$ cat src/rtl/uart_rx_os16_if.sv
// Receive-data handshake between the UART receiver and its consumer.
// The master side owns the holding register; the slave side accepts bytes.
interface uart_rx_os16_if;
  logic [7:0] rx_data;
  logic       rx_valid;
  logic       rx_ready;

  modport master (
    output rx_data,
    output rx_valid,
    input  rx_ready
  );

  modport slave (
    input  rx_data,
    input  rx_valid,
    output rx_ready
  );
endinterface

$ cat src/rtl/uart_rx_os16.sv
// 16x-oversampling UART receiver with 3-sample majority vote,
// optional parity and a single-entry valid/ready holding register.
module uart_rx_os16 #(
  parameter int unsigned OS_DIV = 1,
  parameter int unsigned PARITY = 0
) (
  input  logic rxclk,
  input  logic reset,
  input  logic rx_in,
  input  logic rx_enable,
  output logic busy,
  output logic frame_err,
  output logic parity_err,
  output logic overrun,
  uart_rx_os16_if.master rx
);

  typedef enum logic [2:0] {
    IDLE,
    START,
    DATA,
    PAR,
    STOP
  } state_t;

  localparam logic [15:0] DIV_TC = 16'(OS_DIV - 1);
  localparam logic        ODD    = (PARITY == 2);

  state_t      state;
  logic        sync1;
  logic        sync2;
  logic        prev;
  logic [15:0] div;
  logic [3:0]  tcnt;
  logic [2:0]  idx;
  logic [1:0]  smp;
  logic [7:0]  shreg;
  logic        perr;

  logic        start_edge;
  logic        tick;
  logic [3:0]  tcnt_nx;
  logic        dec_tick;
  logic        decision;

  assign start_edge = prev & ~sync2;
  assign tick       = (div == DIV_TC);
  assign tcnt_nx    = tcnt + 4'd1;
  assign dec_tick   = tick && (tcnt_nx == 4'd9);
  // Third vote is the live sample on the deciding tick.
  assign decision   = (smp[0] & smp[1])
                    | (smp[0] & sync2)
                    | (smp[1] & sync2);

  always_ff @(posedge rxclk) begin
    if (!reset) begin
      sync1       <= 1'b1;
      sync2       <= 1'b1;
      prev        <= 1'b1;
      div         <= '0;
      tcnt        <= '0;
      idx         <= '0;
      smp         <= '0;
      shreg       <= '0;
      perr        <= 1'b0;
      state       <= IDLE;
      busy        <= 1'b0;
      frame_err   <= 1'b0;
      parity_err  <= 1'b0;
      overrun     <= 1'b0;
      rx.rx_data  <= '0;
      rx.rx_valid <= 1'b0;
    end else begin
      sync1      <= rx_in;
      sync2      <= sync1;
      prev       <= sync2;
      frame_err  <= 1'b0;
      parity_err <= 1'b0;
      overrun    <= 1'b0;
      if (rx.rx_valid && rx.rx_ready)
        rx.rx_valid <= 1'b0;
      div <= tick ? 16'd0 : div + 16'd1;
      if (tick) begin
        tcnt <= tcnt_nx;
        if (tcnt_nx == 4'd7) smp[0] <= sync2;
        if (tcnt_nx == 4'd8) smp[1] <= sync2;
      end
      if (state != IDLE && !rx_enable) begin
        state <= IDLE;
        busy  <= 1'b0;
      end else begin
        unique case (state)
          IDLE: begin
            if (rx_enable && start_edge) begin
              state <= START;
              busy  <= 1'b1;
              div   <= '0;
              tcnt  <= '0;
              idx   <= '0;
              perr  <= 1'b0;
            end
          end
          START: begin
            if (dec_tick) begin
              if (decision) begin
                state <= IDLE;
                busy  <= 1'b0;
              end else begin
                state <= DATA;
              end
            end
          end
          DATA: begin
            if (dec_tick) begin
              shreg <= {decision, shreg[7:1]};
              idx   <= idx + 3'd1;
              if (idx == 3'd7)
                state <= (PARITY != 0) ? PAR : STOP;
            end
          end
          PAR: begin
            if (dec_tick) begin
              perr  <= (decision != (^shreg ^ ODD));
              state <= STOP;
            end
          end
          STOP: begin
            if (dec_tick) begin
              state <= IDLE;
              busy  <= 1'b0;
              if (!decision)
                frame_err <= 1'b1;
              else if (perr)
                parity_err <= 1'b1;
              else if (rx.rx_valid && !rx.rx_ready)
                overrun <= 1'b1;
              else begin
                rx.rx_data  <= shreg;
                rx.rx_valid <= 1'b1;
              end
            end
          end
          default: begin
            state <= IDLE;
            busy  <= 1'b0;
          end
        endcase
      end
    end
  end

endmodule

$ cat src/flat_wrapper.sv
// flat-port wrapper written by rule: the top's interface ports become plain ports
module uart_rx_os16_flat 
#(
  parameter int unsigned OS_DIV = 1,
  parameter int unsigned PARITY = 0
)
  (rxclk, reset, rx_in, rx_enable, busy, frame_err, parity_err, overrun, rx_rx_data, rx_rx_valid, rx_rx_ready);
  uart_rx_os16_if rx_i ();
  input  logic rxclk;
  input  logic reset;
  input  logic rx_in;
  input  logic rx_enable;
  output logic busy;
  output logic frame_err;
  output logic parity_err;
  output logic overrun;
  output wire logic [$bits(rx_i.rx_data)-1:0] rx_rx_data;
  output wire logic [$bits(rx_i.rx_valid)-1:0] rx_rx_valid;
  input wire logic [$bits(rx_i.rx_ready)-1:0] rx_rx_ready;
  assign rx_rx_data = rx_i.rx_data;
  assign rx_rx_valid = rx_i.rx_valid;
  assign rx_i.rx_ready = rx_rx_ready;
  uart_rx_os16 #(.OS_DIV(OS_DIV), .PARITY(PARITY)) u_core (.rxclk(rxclk), .reset(reset), .rx_in(rx_in), .rx_enable(rx_enable), .busy(busy), .frame_err(frame_err), .parity_err(parity_err), .overrun(overrun), .rx(rx_i));
endmodule
$ cat config.mk
export PLATFORM = sky130hd
export DESIGN_NAME = uart_rx_os16_flat
export DESIGN_NICKNAME = d
export VERILOG_FILES = /design/src/rtl/uart_rx_os16_if.sv /design/src/rtl/uart_rx_os16.sv /design/src/flat_wrapper.sv
export SDC_FILE = /design/constraint.sdc
export NUM_CORES = 1
export LEC_CHECK = 0
export ABC_AREA = 1
export CORE_UTILIZATION = 55
export CTS_CLUSTER_DIAMETER = 30
export DETAILED_ROUTE_END_ITERATION = 8
export PLACE_DENSITY = 0.78
export SLEW_MARGIN = 20
export SYNTH_ARGS = -nofsm -noshare
export SYNTH_HDL_FRONTEND = slang
export SYNTH_SLANG_ARGS = --single-unit
$ cat constraint.sdc
create_clock -name rxclk -period 2.4 [get_ports rxclk]
set_input_delay 0.6 -clock rxclk [delete_from_list [all_inputs] [get_ports rxclk]]
set_output_delay 0.6 -clock rxclk [all_outputs]
set_load 0.05 [all_outputs]
* After elaboration in Yosys (flattened, before gate mapping)
Index checks and enable logic that the tools add are counted.
** Word-level totals
- Flip-flop bits (word level) :: 53
- Bits of input ports :: 5
- Output and inout port bits :: 13
- Logic and storage cells :: 114
** Cells by class
- Reduce and logical (&&, ||, !) cells :: 26
- Multiplexer cells :: 37
- Bitwise operators :: 15
- $add $sub $neg :: 3
- Eq/ne operators :: 16
** Operators with widths (number)
- $mux W16 :: 4
- $mux W3 :: 8
- $add A16 B1 Y16 const B :: 1
- $logic_not A16 Y1 :: 1
- $mux W1 :: 16
- $mux W4 :: 4
- $pmux W3 S5 :: 1
- $ne A2 B1 Y1 const B :: 7
- $reduce_and A6 Y1 :: 2
- $not A1 Y1 :: 9
- $eq A4 B4 Y1 const B :: 2
- $reduce_and A4 Y1 :: 2
- $reduce_xor A8 Y1 :: 1
- $eq A3 B2 Y1 const B :: 2
- $eq A3 B3 Y1 const B :: 2
- $pmux W3 S2 :: 1
- $reduce_or A6 Y1 :: 1
- $logic_and A1 B1 Y1 :: 5
- $reduce_and A5 Y1 :: 1
- $reduce_or A5 Y1 :: 1
- $add A4 B1 Y4 const B :: 1
- $and A1 B1 Y1 :: 4
- $eq A4 B3 Y1 const B :: 1
- $pmux W1 S4 :: 1
- other kinds (14) :: 19

* Longest topological paths before layout
- Word-level depth :: 8
- Mapped depth :: 12
- Depth with buffers taken out :: 12

* Least setup slack after synthesis
OpenSTA, ideal clock, no wires.
- Path kind :: reg-to-reg
- Start point :: reg u_core.tcnt[1]
- End point :: reg u_core.idx[2]
- Period minus slack after synthesis :: 1553 ps
- Arrival time :: 1420 ps
- Data required time :: 2266 ps
- Setup time :: 134 ps
- Slack :: 847 ps
- Stages on the path, launching flop included :: 13
- Path buffers :: 0
- Path through :: dfxtp_1 ha_1 inv_1 nand2_1 nand2_2 inv_1 nand3_4 nor2_8 nand2_1 nand2_2 nand2_1 nand2_1 a21oi_1
** Between the ends
- Word-level cells in the longest chain between the ends :: 5
** RTL lines
- start, declared :: RTL line uart_rx_os16.sv:34 : logic [3:0] tcnt;
- start signal, assigned :: RTL line uart_rx_os16.sv:84 : tcnt <= tcnt_nx;
- $add A4 B1 Y4 :: RTL line uart_rx_os16.sv:48 : assign tcnt_nx = tcnt + 4'd1;
- $eq A4 B4 Y1 :: RTL line uart_rx_os16.sv:49 : assign dec_tick = tick && (tcnt_nx == 4'd9);
- $logic_and A1 B1 Y1 :: RTL line uart_rx_os16.sv:49
- $ne A2 B1 Y1 (no source line)
- $reduce_and A4 Y1 (no source line)
- end signal, assigned :: RTL line uart_rx_os16.sv:116 : idx <= idx + 3'd1;
- end, declared :: RTL line uart_rx_os16.sv:35 : logic [2:0] idx;
No other way between the ends.
A chain may end at the register's enable or synchronous reset.

* Worst setup path after layout
- Start point :: reg u_core.rx.rx_data[5]
- End point :: out rx_rx_data[5]
** RTL lines
- start, declared :: RTL line uart_rx_os16_if.sv:9 : output rx_data,
- start signal, assigned :: RTL line uart_rx_os16.sv:138 : rx.rx_data <= shreg;
- end, declared :: RTL line flat_wrapper.sv:17 : output wire logic [$bits(rx_i.rx_data)-1:0] rx_rx_data;
No word-level cell between the ends.

==> out/metrics.yaml <==
worst_setup_path:
  worstPathCellList: "clkdlybuf4s50_1"
  end_kind: "output pin"
  path_delay_family: "buffers and inverters"
  critPathMaxStageDelay_ns: 0.80
  cp-start-kind: "flop"
  cp.arrival_ns: 1.47
  crit_type: "reg2out"
  path_max_fanout: 2
  critical_path_required_ns: 1.80
  crit_buf_inv: 1
  crit_slowest_cell: "clkdlybuf4s50_1"
die:
  chipHeight_um: 72.2
  core_mm2: 0.00472
  die_area_mm2: 0.00521
  io_pins: 18
  rows: 25
  initial_utilization: 0.574
  die_x_um: 72.2
power:
  power_uw: 2040
  leakagePower_uw: 0.00123
  ir_worst_vdd_mv: 0.411
  p_per_area_mw_per_mm2: 666
yosys:
  synthTopCellsByArea: "dfxtp_1 39%, nand2_1 11%, a21oi_1 6.5%"
  syn-num-nets: 375
  yosysSeqAreaShare: 0.392
  synth_seq_cells: 53
  yosysUniqueCellTypes: 36
  synthCells: 362
  syn_area_mm2: 0.00271
  yosys_warnings: 0
  synth_top_area_frac: 0.392
  synth_largest_area_cell: "dfxtp_1"
  syn_avg_cell_area_um2: 7.48
placement:
  portBuffers: 17
  post-dp-hpwl_mm: 3.76
  gp_congestion: 0.816
layout:
  final_util: 0.649
  final_layout_size_suffix_gt1_frac: 0.147
  nets: 399
  antenna_cells: 0
  area_growth_pct: 13.1
  final_common_cell: "nand2_1"
  final_cell_mix: "81 x nand2_1, 53 x dfxtp_1, 41 x inv_1, 41 x nor2_1, 35 x a21oi_1"
grt:
  grt_first_pass_wirelength_mm: 8.67
  grt_max_degree: 25
  antenna_found_initial: 0
  gr-total-overflow: 0
  grt_pass1_vias: 2042
  grtUsageTotal: 0.210
timing:
  maxSlewHeadroom: 0.661
  setup_tns_ns: 0
  period_minus_slack_ns: 2.07
  setup_viol: 0
  finalClockSkew_ns: 0.00604
  drv_slew: 0
  fin_crit_sh: 0.864
  finalHoldViolCount: 0
  rsz0062_at_grt: "false"
  timing.hold.ws_ns: 0.423
  tightest_slew_ns: 0.507
  max_freq_ghz: 0.482
clock_tree:
  cts_tree: "done"
  insertion_delay_ns: 0.31
  cts_resized: 0
  cts_buffers: 5
  ctsHoldBuffers: 0
  clk_pin_slew_ns: 0.10
  clockBufferDepth: 2
  htree_levels: 2
  clock-root-buffer: "clkbuf_8"
  clock-sinks: 53
  post_cts.repair.setup_buffers: 0
routing:
  routed-via-count: 2257
  dr_wl_met2_mm: 2.24
  wl_per_cell_um: 10.9
  routed_wl_mm: 4.96
  drc: 0
  drtIter0Drc: 107
  vias_per_cell: 4.97
  top_layer_used: "met4"
  wl_met3_um: 142
  drt_pass1_iterations: 4
  wl_met1_mm: 2.49
  ant_nets: 0
outcome:
  status: "finished, final reports clean"
min_path:
  hold_class: "reg2reg"
run:
  drv_cap: 0
==> synth_stat cells (all sizes together) <==
cell type  number
nand3          22
ha              8
dfxtp          53
nor2           52
o22ai           1
nand2          89
and3            1
nand4           9
nor3            5
xor2            5
nor3b           1
o21ai          12
or2             2
clkbuf          2
clkinv          2
xnor2           6
inv            49
a21oi          39
and2            2
a31oi           1
o21a            1
==> metal layers <==
metal  track usage  vias up
met5             0        -
met4        0.0850        0
met3        0.0472       10
met2         0.336       35
met1         0.273     1004
li1              -     1208
==> cell type report <==
type                            instances  area, µm²
Clock buffer                            5       68.8
Tap cell                               67       83.8
Fill cell                             395       1660
Timing Repair Buffer                   19        185
Sequential cell                        53       1060
Inverter                               51        201
Multi-Input combinational cell        256       1440
Clock inverter                          3       25.0
==> power by group <==
group | internal, µW | total, µW | switching [µW]
Clock | 211 | 520 | 309
Combinational | 183 | 573 | 390
Sequential | 915 | 949 | 34.6
Total | 1310 | 2040 | 733
==> stage by stage <==
stage	worst slack (ns)	cells	cell area, µm²
after floorplan	0.847	362	2710
after global placement	0.350	446	2970
after detailed placement	0.306	446	2970
after CTS	0.305	454	3060
after global routing	0.277	454	3060
final	0.327	454	3060
==> worst paths after layout <==
path,startpoint,cells past startpoint,slack (ns),endpoint
max reg2reg,u_core.div[0],12,0.62,u_core.div[7]
max,u_core.rx.rx_data[5],1,0.33,rx_rx_data[5]
min reg2reg,u_core.sync1,1,0.42,u_core.sync2
min,u_core.sync1,1,0.42,u_core.sync2
==> logic make-up after synthesis <==
group | after synthesis | share of synthesized area
buffers and inverters | 53 | 0.0771
xor gates and xnor gates | 11 | 0.0356
adders and majority gates | 8 | 0.0370
AOI/OAI and AO/OA | 54 | 0.110
DFF | 53 | 0.392
and+or+nand+nor | 183 | 0.349
==> registers in the layout, summed over array words and instances (netlist names), 2 cells and up <==
name,flops
u_core.idx,3
u_core.rx.rx_data,8
u_core.state,3
u_core.div,16
u_core.tcnt,4
u_core.smp,2
u_core.shreg,8
No activity file was read; power rests on OpenSTA's default activity.
